--- src/rtl/button_conditioner.sv ---
// button_conditioner: synchronise, debounce and arbitrate the nine board-cell buttons into one-hot accepted presses.
// Define BTN_LEVEL_OUT_EN to hold the accepted cell's bit high for the whole HELD period instead of pulsing it.
module button_conditioner #(
    parameter int DEBOUNCE_CYCLES = 250000,
    parameter int CNT_W           = 18,
    parameter int RAW_ACTIVE_LOW  = 1
) (
    input  logic       clk,
    input  logic       reset,
    input  logic [8:0] btn_raw,
    output logic [8:0] cell_pulse,
    output logic       busy,
    output logic       chord_err
);
    typedef enum logic {IDLE, HELD} state_t;
    state_t state_q, state_d;
    logic [8:0] raw_n, sync1_q, sync2_q, db_q, db_d, db_dly_q, pe;
    logic [8:0] pulse_q, pulse_d;
    logic chord_q, chord_d;
    logic [CNT_W-1:0] cnt_q [9];
    logic [CNT_W-1:0] cnt_d [9];
    logic one_hot;
    assign raw_n = (RAW_ACTIVE_LOW != 0) ? ~btn_raw : btn_raw;
    assign pe = db_q & ~db_dly_q;
    assign one_hot = (pe != 9'd0) && ((pe & (pe - 9'd1)) == 9'd0);
    always_comb begin
        for (int k = 0; k < 9; k++) begin
            cnt_d[k] = '0;
            db_d[k] = db_q[k];
            if (sync2_q[k] != db_q[k]) begin
                if (cnt_q[k] == CNT_W'(DEBOUNCE_CYCLES - 1)) db_d[k] = sync2_q[k];
                else cnt_d[k] = cnt_q[k] + 1'b1;
            end
        end
    end
    always_comb begin
        state_d = state_q;
        pulse_d = '0;
        chord_d = 1'b0;
        if (state_q == IDLE) begin
            if (pe != 9'd0) begin
                state_d = HELD;
                pulse_d = one_hot ? pe : 9'd0;
                chord_d = ~one_hot;
            end
        end else begin
            if (db_q == 9'd0) state_d = IDLE;
`ifdef BTN_LEVEL_OUT_EN
            pulse_d = (db_q == 9'd0) ? 9'd0 : pulse_q;
`endif
        end
    end
    always_ff @(posedge clk or posedge reset) begin
        if (reset) begin
            sync1_q  <= '0;
            sync2_q  <= '0;
            db_q     <= '0;
            db_dly_q <= '0;
            for (int k = 0; k < 9; k++) cnt_q[k] <= '0;
            state_q  <= IDLE;
            pulse_q  <= '0;
            chord_q  <= 1'b0;
        end else begin
            sync1_q  <= raw_n;
            sync2_q  <= sync1_q;
            db_q     <= db_d;
            db_dly_q <= db_q;
            for (int k = 0; k < 9; k++) cnt_q[k] <= cnt_d[k];
            state_q  <= state_d;
            pulse_q  <= pulse_d;
            chord_q  <= chord_d;
        end
    end
    assign cell_pulse = pulse_q;
    assign chord_err  = chord_q;
    assign busy       = (state_q == HELD);
endmodule

--- config.mk ---
export PLATFORM = sky130hd
export DESIGN_NAME = button_conditioner
export DESIGN_NICKNAME = d
export VERILOG_FILES = /design/src/rtl/button_conditioner.sv
export SDC_FILE = /design/constraint.sdc
export NUM_CORES = 1
export LEC_CHECK = 0
export ABC_AREA = 1
export CORE_MARGIN = 4
export CORE_UTILIZATION = 45
export CTS_BUF_LIST = sky130_fd_sc_hd__clkbuf_4 sky130_fd_sc_hd__clkbuf_8 sky130_fd_sc_hd__clkbuf_16
export CTS_CLUSTER_SIZE = 30
export DETAILED_ROUTE_END_ITERATION = 16
export GPL_TIMING_DRIVEN = 1
export RECOVER_POWER = 100
export SYNTH_ARGS = -nofsm -noshare
export SYNTH_HDL_FRONTEND = slang
export SYNTH_SLANG_ARGS = --single-unit
export TNS_END_PERCENT = 20
--- constraint.sdc ---
create_clock -name clk -period 7.6 [get_ports clk]
set_clock_uncertainty 0.2 [all_clocks]
set_input_delay 1.14 -clock clk [delete_from_list [all_inputs] [get_ports clk]]
set_output_delay 1.14 -clock clk [all_outputs]
set_load 0.01 [all_outputs]
Word level (Yosys, flattened, before mapping)
Index checks and enable logic that the tools add are counted.
Word-level totals
  register bits after elaboration: 209
  input port bits: 11
  output and inout bits: 11
  logic and storage cells: 96
Cells by class
  $add $sub $neg: 10
  eq/ne operators: 18
  multiplexer cells: 26
  bitwise logic cells: 5
  reductions and logical operators: 13
Operators with widths (number)
  $mux W18: 18
  $add A18 B1 Y18 const B: 9
  $eq A18 B18 Y1 const B: 9
  $mux W9: 3
  $and A9 B9 Y9: 2
  $logic_not A9 Y1: 2
  $not A9 Y9: 2
  $reduce_and A2 Y1: 9
  $ne A1 B1 Y1: 9
  $reduce_bool A9 Y1: 1
  $sub A9 B1 Y9 const B: 1
  $mux W1: 5
  $logic_and A1 B1 Y1: 1
  $not A1 Y1: 1

Logic depth before layout (Yosys ltp)
Gate-level depths: netlist (run 1).
  depth in word-level cells: 9
  mapped depth: 11
  depth with buffers taken out: 11

Least setup slack after synthesis (run 1)
No wires, ideal clock.
  path kind: reg2out
  from: register state_q, in the netlist busy
  to: output busy
  arrival: 394 ps
  required time: 6260 ps
  path slack: 5866 ps
  stages on the path, launching flop included: 1
  path buffers: 0
  path through: dfrtp_1
RTL lines
  start, declared: line 16  | state_t state_q, state_d;
  start signal, assigned: line 69  | state_q <= state_d;
  end, declared: line 12  | output logic busy,
No word-level cell between the ends.

Worst setup path after layout (run 1)
  from: register state_q, in the netlist busy
  to: output busy
No word-level cell between the ends.

==> results of run 1 <==
through the flow:
stage	hold WS, ns	util, %	cells
finish	0.148	52.0	1666
global route	0.158	52.0	1666
CTS	0.149	52.8	1666
detailed placement	0.135	48.8	1622
global placement	0.132	48.8	1622
floorplan	0.131	-	1288
worst register-to-register path, stage by stage, from the launching register on:
cell,delay (ns)
sky130_fd_sc_hd__dfrtp_1,0.39
sky130_fd_sc_hd__ha_1,0.20
sky130_fd_sc_hd__nand2_2,0.07
sky130_fd_sc_hd__nor2_1,0.28
sky130_fd_sc_hd__nand2_2,0.11
sky130_fd_sc_hd__nor2_1,0.33
sky130_fd_sc_hd__nand2_4,0.09
sky130_fd_sc_hd__nor2_1,0.14
sky130_fd_sc_hd__nand2_1,0.07
sky130_fd_sc_hd__nand2_1,0.06
sky130_fd_sc_hd__inv_1,0.04
sky130_fd_sc_hd__nor2_2,0.06
synthesized netlist by cell type (all sizes together) (9+ instances only):
library cell    n  share of area (%)
o21ai          26                1.2
nor3           78                4.5
inv           201                7.2
nand3          60                3.0
xor2           63                5.3
a211oi          9               0.64
nor3b          10               0.71
nand4          30                2.1
a21oi          21                1.0
dfrtp         209                 50
ha              9                1.1
nor2          281                 11
nand2         251                9.4
routing by layer:
layer  vias up  share of wire, %  track usage [%]
met5         -                 0                0
met4         0               2.0             3.61
met3        33               3.2             2.51
met2        85                45             25.1
met1      3613                50             21.9
li1       4131                 -                -
sequential cells by signal, indices dropped and copies added, names as in the netlist:
register	count
busy	1
cell_pulse	9
chord_err	1
cnt_q	162
db_dly_q	9
db_q	9
sync1_q	9
sync2_q	9
area by class of cell:
class	instances	area [um^2]
clock buffer	30	682
clock inverter	14	230
fill	2185	10900
inverter	201	762
multi-input combinational	876	4330
sequential	209	5230
tap	313	392
timing repair buffer	23	225
logic make-up (layout without fill, tap and decap cells):
family	count (synthesis)	count (layout)	synth area share (%)
DFF	209	209	49.8
and+or+nand+nor	725	725	31.9
adders and majority gates	9	9	1.07
xor gates and xnor gates	71	71	5.92
AOI/OAI and AO/OA	71	71	3.97
buffers and inverters	203	268	7.29
where the power goes:
part	switching [mW]	internal (mW)
registers	0.0117	1.13
logic	0.0476	0.0165
clock network	0.451	0.839
total	0.510	1.99
final timing paths:
kind / start / end / slack, ns / depth (start not counted)
max: busy / busy / 4.76 / 1
min: sync1_q[6] / sync2_q[6] / 0.15 / 0
max reg2reg: cnt_q[0] / cnt_q[12] / 5.50 / 11
min reg2reg: sync1_q[6] / sync2_q[6] / 0.15 / 0
max in group asynchronous: reset / cnt_q[69] / 4.94 / 3
min in group asynchronous: reset / cnt_q[31] / 1.07 / 2
==> metrics.md, run 1 <==
| Metric | Value |
|---|---|
| Worst path top cell family by delay | buffers and inverters |
| Pin slew with the least headroom to its limit | 0.691 ns |
| Maximum clock insertion buffer count | 3 |
| Setup slack at placement | 4.42 ns |
| Unrepaired setup endpoints after global routing | no |
| Number of global-route vias before repair | 7585 |
| Worst VDD drop | 0.145 mV |
| Post-detailed-route DRC marker count | 0 |
| Routed WL per cell | 11.7 um |
| Most frequent standard cell in the layout excluding fill and tap cells | sky130_fd_sc_hd__nor2_1 |
| First-pass iteration count of the detailed router | 5 |
| Grt total ovfl | 0 |
| Number of hold-slack violations in the final timing report | 0 |
| Die width | 161 um |
| CTS hold repair buffers | 0 |
| CP startpoint kind | flip-flop |
| Number of flops mapped to enable cells by yosys | 0 |
| Largest net degree at the start of global routing | 101 |
| Shortest clock period the worst path allows after layout | 2.84 ns |
| Total wirelength of the detailed-routed design | 19500 um |
| CTS H-Tree Depth | 1 |
| Syn_nets | 1308 |
| Number of cells produced by synthesis | 1288 |
| Critical-path cell list | dlygate4sd3_1 |
| Die height | 161 um |
| Worst slew margin | 53.9% |
| Warnings, synthesis | 0 |
| Stage delay of the slowest cell on the critical path | 0.61 ns |
| Required time of the worst setup path | 6.26 ns |
| Critical Path End Type | primary output |
| Maximum operating frequency | 353 MHz |
| Count of final setup violators | 0 |
| Maximum fanout along the worst path | 3 |
| Average size of a mapped cell | 8.15 um^2 |
| Status | finished clean |
| Worst path bufs/invs | 1 |
| Area of the die | 25800 um^2 |
| Total GRT Usage | 15.4% |
| Wire length of the first global-routing pass | 34800 um |
| Design area | 11800 um^2 |
| Post-layout net count | 1355 |
| Post-placement cell area | 11100 um^2 |
| Post-cts gate resize count | 0 |
| Port-buffer cells | 21 |
| Clock root cell | sky130_fd_sc_hd__clkbuf_16 |
| Period utilization | 37.3% |
| Clock-pin slew on the worst setup and hold paths | 0.06 ns |
| Placer Congestion | 0.844 |
| Worst hold path type | flip-flop to flip-flop |
| Detailed Route Iter0 Violations | 442 |
| Remaining antenna violation count | 0 |
| Standard cell core area | 22800 um^2 |
| Area of the mapped netlist | 10500 um^2 |
| Commonest cells after routing, fill and taps aside | sky130_fd_sc_hd__nor2_1, sky130_fd_sc_hd__nand2_1, sky130_fd_sc_hd__dfrtp_1, sky130_fd_sc_hd__inv_1, sky130_fd_sc_hd__nor3_1 |
| Post-detailed-route via-to-cell ratio | 4.72 |
| Number of maximum-capacitance constraint violations | 0 |
| Number of antenna repair diodes | 0 |
| TritonCTS clock tree | done |
| Count of vias placed by the detailed router | 7862 |
| Post-synth cell types | 38 |
| IO Count | 22 |
| Register bit total from synthesis | 209 |
| PwrDens | 211 nW/um^2 |
| Synth Flop Type | sky130_fd_sc_hd__dfrtp_1 |
| Setup Crit Path Kind | flip-flop to primary output |
| Later-pin clock latency in the skew report | 0.51 ns |
| Slowest library cell on the worst path | sky130_fd_sc_hd__dlygate4sd3_1 |
| Cts bufs inserted | 24 |
| Power Total | 2.49 mW |
| Setup TNS | 0 ns |
| Count of final max-slew check failures | 0 |
| Post-DP HPWL | 13800 um |
| Slack of the critical path | 4.76 ns |
| Async set or reset register ratio after synthesis | 100% |
| Critical path data arrival time | 1.50 ns |
| CTS sink count | 209 |
| Initial antenna violation count | 0 |
| Initial cell density of the core | 46.1% |
| Share of synthesized area occupied by flip-flops and latches | 49.8% |
| Layout Area Growth over Synthesis | 12.8% |
| Number of cell rows | 55 |
| Standby leakage power | 5.27 nW |
| Fraction of layout instances using a drive strength above 1 | 5.91% |
| Post-CTS setup-driven buffer insertion count | 0 |
Note: power is estimated with default switching activity, not from simulation.
==> run 2, diff against run 1 <==
Clock period 7.6 ns to 2.6 ns, I/O delays scaled along.
==> run 2 against run 1 <==
Sequential power grew to 2.9 times the previous value. Combinational power grew to 3.0 times the previous value. Cell area is the same. Non-clock buffer count grew 5. Die area is the same. Highest routed layer unchanged. Global-route usage grew 0.47 points. Sequential cell count is the same.
==> metrics.md, run 2 (synthesized netlist as in run 1, its figures left out) <==
| Metric | Value |
|---|---|
| Status | finished clean |
| PwrDens | 606 nW/um^2 |
| Number of antenna repair diodes | 0 |
| Largest register FFs | 162 |
| Clock root cell | sky130_fd_sc_hd__clkbuf_16 |
| Critical-path cell list | dlygate4sd3_1 |
| Pin slew with the least headroom to its limit | 1.01 ns |
| Standby leakage power | 5.29 nW |
| FF-to-FF path depth | 11 |
| Number of instances on the worst hold path | 0 |
| Placer Congestion | 0.843 |
| Total GRT Usage | 15.9% |
| Shortest clock period the worst path allows after layout | 2.09 ns |
| Period utilization | 80.5% |
| Count of vias placed by the detailed router | 7883 |
| Initial cell density of the core | 46.1% |
| Slowest library cell on the worst path | sky130_fd_sc_hd__dlygate4sd3_1 |
| Total wirelength of the detailed-routed design | 19700 um |
| Endpoint, Worst Hold | sync2_q[3] |
| Number of cell rows | 55 |
| IO Count | 22 |
| Layout Area Growth over Synthesis | 12.8% |
| Critical Path End Type | primary output |
| Clock-pin slew on the worst setup and hold paths | 0.05 ns |
| Worst slew margin | 32.8% |
| Post-detailed-route via-to-cell ratio | 4.72 |
| Worst path bufs/invs | 1 |
| Count of final setup violators | 0 |
| CTS sink count | 209 |
| First-pass iteration count of the detailed router | 8 |
| Design area | 11800 um^2 |
| Standard cell core area | 22800 um^2 |
| Cell total after placement | 1627 |
| Post-cts gate resize count | 0 |
| Remaining antenna violation count | 0 |
| Cts bufs inserted | 25 |
| Slack of the critical path | 0.507 ns |
| CTS H-Tree Depth | 1 |
| # fillers | 2168 |
| Startpoint of the most critical hold path | sync1_q[3] |
| Post-DP HPWL | 14300 um |
| Reg with most FFs | cnt_q |
| Unrepaired setup endpoints after global routing | no |
| Port-buffer cells | 21 |
| Post-detailed-route DRC marker count | 0 |
| Post-layout net count | 1361 |
| Finished Core Util | 52.0% |
| Setup slack at placement | 0.762 ns |
| Most frequent standard cell in the layout excluding fill and tap cells | sky130_fd_sc_hd__nor2_1 |
| Post-Layout Cell Count | 1670 |
| Grt total ovfl | 0 |
| Die width | 161 um |
| Maximum fanout along the worst path | 3 |
| Count of final max-slew check failures | 0 |
| Initial antenna violation count | 0 |
| TritonCTS clock tree | done |
| Register-to-register setup slack | 0.60 ns |
| Worst reg2reg path startpoint | cnt_q[0] |
| Area of the die | 25800 um^2 |
| Maximum clock insertion buffer count | 3 |
| Worst path top cell family by delay | buffers and inverters |
| Post-CTS setup-driven buffer insertion count | 0 |
| Worst hold path type | flip-flop to flip-flop |
| CP startpoint kind | flip-flop |
| Worst VDD drop | 0.472 mV |
| Maximum operating frequency | 478 MHz |
| Largest net degree at the start of global routing | 44 |
| CTS hold repair buffers | 0 |
| Critical path data arrival time | 1.50 ns |
| Wire length of the first global-routing pass | 35400 um |
| Post-placement cell area | 11200 um^2 |
| Detailed Route Iter0 Violations | 403 |
| Stage delay of the slowest cell on the critical path | 0.61 ns |
| Die height | 161 um |
| Worst r2r dst | cnt_q[12] |
| Fraction of layout instances using a drive strength above 1 | 5.67% |
| Number of hold-slack violations in the final timing report | 0 |
| Number of global-route vias before repair | 7708 |
| Commonest cells after routing, fill and taps aside | sky130_fd_sc_hd__nor2_1, sky130_fd_sc_hd__nand2_1, sky130_fd_sc_hd__dfrtp_1, sky130_fd_sc_hd__inv_1, sky130_fd_sc_hd__nor3_1 |
| Required time of the worst setup path | 2.01 ns |
| Number of maximum-capacitance constraint violations | 0 |
| Routed WL per cell | 11.8 um |
| Later-pin clock latency in the skew report | 0.51 ns |
| Setup Crit Path Kind | flip-flop to primary output |
run 2: cell types whose count changed in the layout (fill, tap and decap cells not counted), moves of 2 or more:
| cell | change |
|---|---|
| sky130_fd_sc_hd__nor3_2 | -2 |
| sky130_fd_sc_hd__clkinvlp_4 | -4 |
| sky130_fd_sc_hd__clkbuf_2 | +2 |
| sky130_fd_sc_hd__clkbuf_1 | +2 |
| sky130_fd_sc_hd__buf_12 | +2 |
| sky130_fd_sc_hd__bufinv_16 | -3 |
| sky130_fd_sc_hd__clkbuf_8 | +8 |
| sky130_fd_sc_hd__nor3_1 | +2 |
run 2: per-stage QoR:
stage | setup TNS [ns] | power (mW) | hold slack, ns
after global placement | 0 | 3.61 | 0.133
after global routing | 0 | 7.48 | 0.154
final | 0 | 7.18 | 0.147
after detailed placement | 0 | 3.61 | 0.135
after floorplan | -147.18 | 3.53 | 0.131
after CTS | 0 | 7.32 | 0.0462
run 2: final cells by class:
class                      count  area [um^2]  area share [%]
sequential                   209         5230            44.1
multi-input combinational    876         4310            36.3
clock buffer                  37          785            6.62
inverter                     201          756            6.38
tap                          313          392            3.31
timing repair buffer          28          275            2.32
clock inverter                 6          105           0.887
run 2: where the power goes:
part / switching, mW / internal [mW]
sequential: 0.0330 / 3.30
clock: 1.29 / 2.36
combinational: 0.141 / 0.0547
run 2: worst max path at each step:
| stage | from | endpoint | slack (ns) | cells past startpoint |
|---|---|---|---|---|
| floorplan | reset | busy | -0.70 | 1 |
| global placement | cnt_q[18] | cnt_q[35] | 0.78 | 10 |
| detailed placement | cnt_q[18] | cnt_q[35] | 0.76 | 10 |
| CTS | busy | busy | 0.56 | 1 |
| global route | reset | cnt_q[140] | 0.28 | 3 |
| finish | busy | busy | 0.51 | 1 |
run 2: layer usage:
| metal | GRT usage (%) | wire length [um] | vias up |
|---|---|---|---|
| met2 | 26.3 | 8940 | 89 |
| met3 | 2.46 | 572 | 39 |
| met5 | 0 | 0 | - |
| met4 | 3.80 | 484 | 0 |
| met1 | 22.2 | 9730 | 3606 |
| li1 | - | - | 4149 |
==> run 3, diff against run 2 <==
Clock period 2.6 ns to 1.9 ns, I/O delays scaled along.
==> run 3 against run 2 <==
Combinational power rose by 40%. Final cell count barely moved. Total power rose by 26%. Global-route usage barely moved. Non-clock buffer count rose by 4. Largest cell class unchanged. First-iteration DRC count rose by 5.2%. Sequential cell count did not move. Routed wire length fell by 0.57%. Utilization fell by 0.088 points. Setup slack got worse by 0.44 ns.
==> metrics.md, run 3 (synthesized netlist as in run 1, its figures left out) <==
| Metric | Value |
|---|---|
| Startpoint of the most critical hold path | sync1_q[2] |
| TritonCTS clock tree | done |
| Worst VDD drop | 0.544 mV |
| Grt total ovfl | 0 |
| Remaining antenna violation count | 0 |
| IO Count | 22 |
| Shortest clock period the worst path allows after layout | 1.83 ns |
| Pin slew with the least headroom to its limit | 0.830 ns |
| Reg with most FFs | cnt_q |
| Post-detailed-route via-to-cell ratio | 4.76 |
| Number of antenna repair diodes | 0 |
| Maximum fanout along the worst path | 1 |
| Layout Area Growth over Synthesis | 12.7% |
| Total wirelength of the detailed-routed design | 19600 um |
| Total GRT Usage | 15.9% |
| Status | finished clean |
| Critical-path cell list | clkdlybuf4s50_1 |
| Port-buffer cells | 21 |
| Initial cell density of the core | 46.1% |
| Critical path data arrival time | 1.34 ns |
| Endpoint, Worst Hold | sync2_q[2] |
| Setup slack at placement | 0.0868 ns |
| Largest register FFs | 162 |
| Maximum operating frequency | 546 MHz |
| Die height | 161 um |
| Die width | 161 um |
| FF-to-FF path depth | 6 |
| Number of maximum-capacitance constraint violations | 0 |
| Worst path bufs/invs | 1 |
| Number of cell rows | 55 |
| CTS H-Tree Depth | 1 |
| Critical Path End Type | primary output |
| Post-layout net count | 1363 |
| Commonest cells after routing, fill and taps aside | sky130_fd_sc_hd__nor2_1, sky130_fd_sc_hd__nand2_1, sky130_fd_sc_hd__dfrtp_1, sky130_fd_sc_hd__inv_1, sky130_fd_sc_hd__nor3_1 |
| Setup Crit Path Kind | flip-flop to primary output |
| Unrepaired setup endpoints after global routing | yes |
| Count of final setup violators | 0 |
| Stage delay of the slowest cell on the critical path | 0.53 ns |
| Post-DP HPWL | 14300 um |
| # fillers | 2160 |
| Multi-input gate area in the final layout | 4430 um^2 |
| Number of global-route vias before repair | 7847 |
| PwrDens | 766 nW/um^2 |
| Later-pin clock latency in the skew report | 0.50 ns |
| Number of hold-slack violations in the final timing report | 0 |
| Worst hold path type | flip-flop to flip-flop |
| Sequential Area | 5230 um^2 |
| CP startpoint kind | flip-flop |
| Largest net degree at the start of global routing | 94 |
| Initial antenna violation count | 0 |
| Worst r2r dst | cnt_q[29] |
| Required time of the worst setup path | 1.41 ns |
| Standard cell core area | 22800 um^2 |
| Number of instances on the worst hold path | 0 |
| Placer Congestion | 0.875 |
| Period utilization | 96.3% |
| Worst path top cell family by delay | buffers and inverters |
| Maximum clock insertion buffer count | 3 |
| Wire length of the first global-routing pass | 35700 um |
| First-pass iteration count of the detailed router | 5 |
| Post-detailed-route DRC marker count | 0 |
| Count of vias placed by the detailed router | 7957 |
| Count of final max-slew check failures | 0 |
| Area of the die | 25800 um^2 |
| Detailed Route Iter0 Violations | 424 |
| Clock-pin slew on the worst setup and hold paths | 0.06 ns |
| Finished Core Util | 51.9% |
| Fraction of layout instances using a drive strength above 1 | 8.10% |
| Slowest library cell on the worst path | sky130_fd_sc_hd__clkdlybuf4s50_1 |
| Routed WL per cell | 11.7 um |
| Register-to-register setup slack | 0.10 ns |
| Clock root cell | sky130_fd_sc_hd__clkbuf_16 |
| CTS sink count | 209 |
| Slack of the critical path | 0.0701 ns |
| Most frequent standard cell in the layout excluding fill and tap cells | sky130_fd_sc_hd__nor2_1 |
| Worst reg2reg path startpoint | cnt_q[20] |
| Standby leakage power | 5.23 nW |
| Worst slew margin | 44.7% |
| Cts bufs inserted | 23 |
-- run 3: cell types whose count changed in the layout (fill, tap and decap cells not counted), moves of 5 or more --
cell | previous run | this run
sky130_fd_sc_hd__nor3_1 | 74 | 69
sky130_fd_sc_hd__clkbuf_4 | 1 | 11
sky130_fd_sc_hd__clkdlybuf4s50_1 | 0 | 8
sky130_fd_sc_hd__nand2_1 | 245 | 240
sky130_fd_sc_hd__nor2_2 | 9 | 20
sky130_fd_sc_hd__nand2_2 | 4 | 10
sky130_fd_sc_hd__dlygate4sd3_1 | 21 | 10
sky130_fd_sc_hd__nor2_1 | 270 | 255
sky130_fd_sc_hd__clkbuf_8 | 11 | 1
sky130_fd_sc_hd__nor3_2 | 3 | 8
-- run 3: how the worst max path moves through the flow --
stage / startpoint / endpoint / slack (ns) / cells past startpoint
after floorplan: reset / busy / -1.30 / 1
after detailed placement: cnt_q[144] / cnt_q[158] / 0.09 / 8
final: cell_pulse[6] / cell_pulse[6] / 0.07 / 1
after global placement: cnt_q[144] / cnt_q[158] / 0.13 / 8
after CTS: chord_err / chord_err / 0.03 / 1
after global routing: cnt_q[108] / cnt_q[122] / -0.03 / 9
-- run 3: report_power, final --
group | total, mW | internal, mW | leakage (nW) | switching, mW
Clock | 4.23 | 2.55 | 0.370 | 1.68
Sequential | 4.56 | 4.52 | 2.86 | 0.0464
Combinational | 0.273 | 0.0793 | 2.00 | 0.194
-- run 3: timing repair --
| action | in CTS | in global routing |
|---|---|---|
| setup endpoints to repair | 1 | 33 |
| buffers inserted | 0 | 0 |
| hold buffers | 1 | 0 |
| endpoints found under the hold margin | 17 | 0 |
| gates resized for setup | 1 | 10 |
-- run 3: final cells by class --
| class | count | area share, % |
|---|---|---|
| clock buffer | 34 | 5.62 |
| clock inverter | 6 | 0.465 |
| multi-input combinational | 876 | 37.4 |
| inverter | 201 | 6.39 |
| sequential | 209 | 44.2 |
| tap | 313 | 3.31 |
| timing repair buffer | 32 | 2.56 |
-- run 3: per-stage QoR --
| step | power, mW | setup TNS, ns | cell area (um^2) | hold slack [ns] | cells |
|---|---|---|---|---|---|
| floorplan | 4.83 | -271.54 | 10500 | 0.131 | 1288 |
| global placement | 4.94 | 0 | 11200 | 0.133 | 1630 |
| detailed placement | 4.95 | 0 | 11200 | 0.136 | 1630 |
| CTS | 9.27 | 0 | 12000 | 0.0363 | 1671 |
| global route | 9.48 | -1.05 | 11800 | 0.153 | 1671 |
| finish | 9.06 | 0 | 11800 | 0.146 | 1671 |
-- run 3: per-layer routing --
layer	GRT usage (%)	wire, um	vias to the layer above
li1	-	-	4156
met1	22.7	9880	3670
met2	25.6	8700	103
met3	2.54	635	28
met4	3.92	391	0
met5	0	0	-
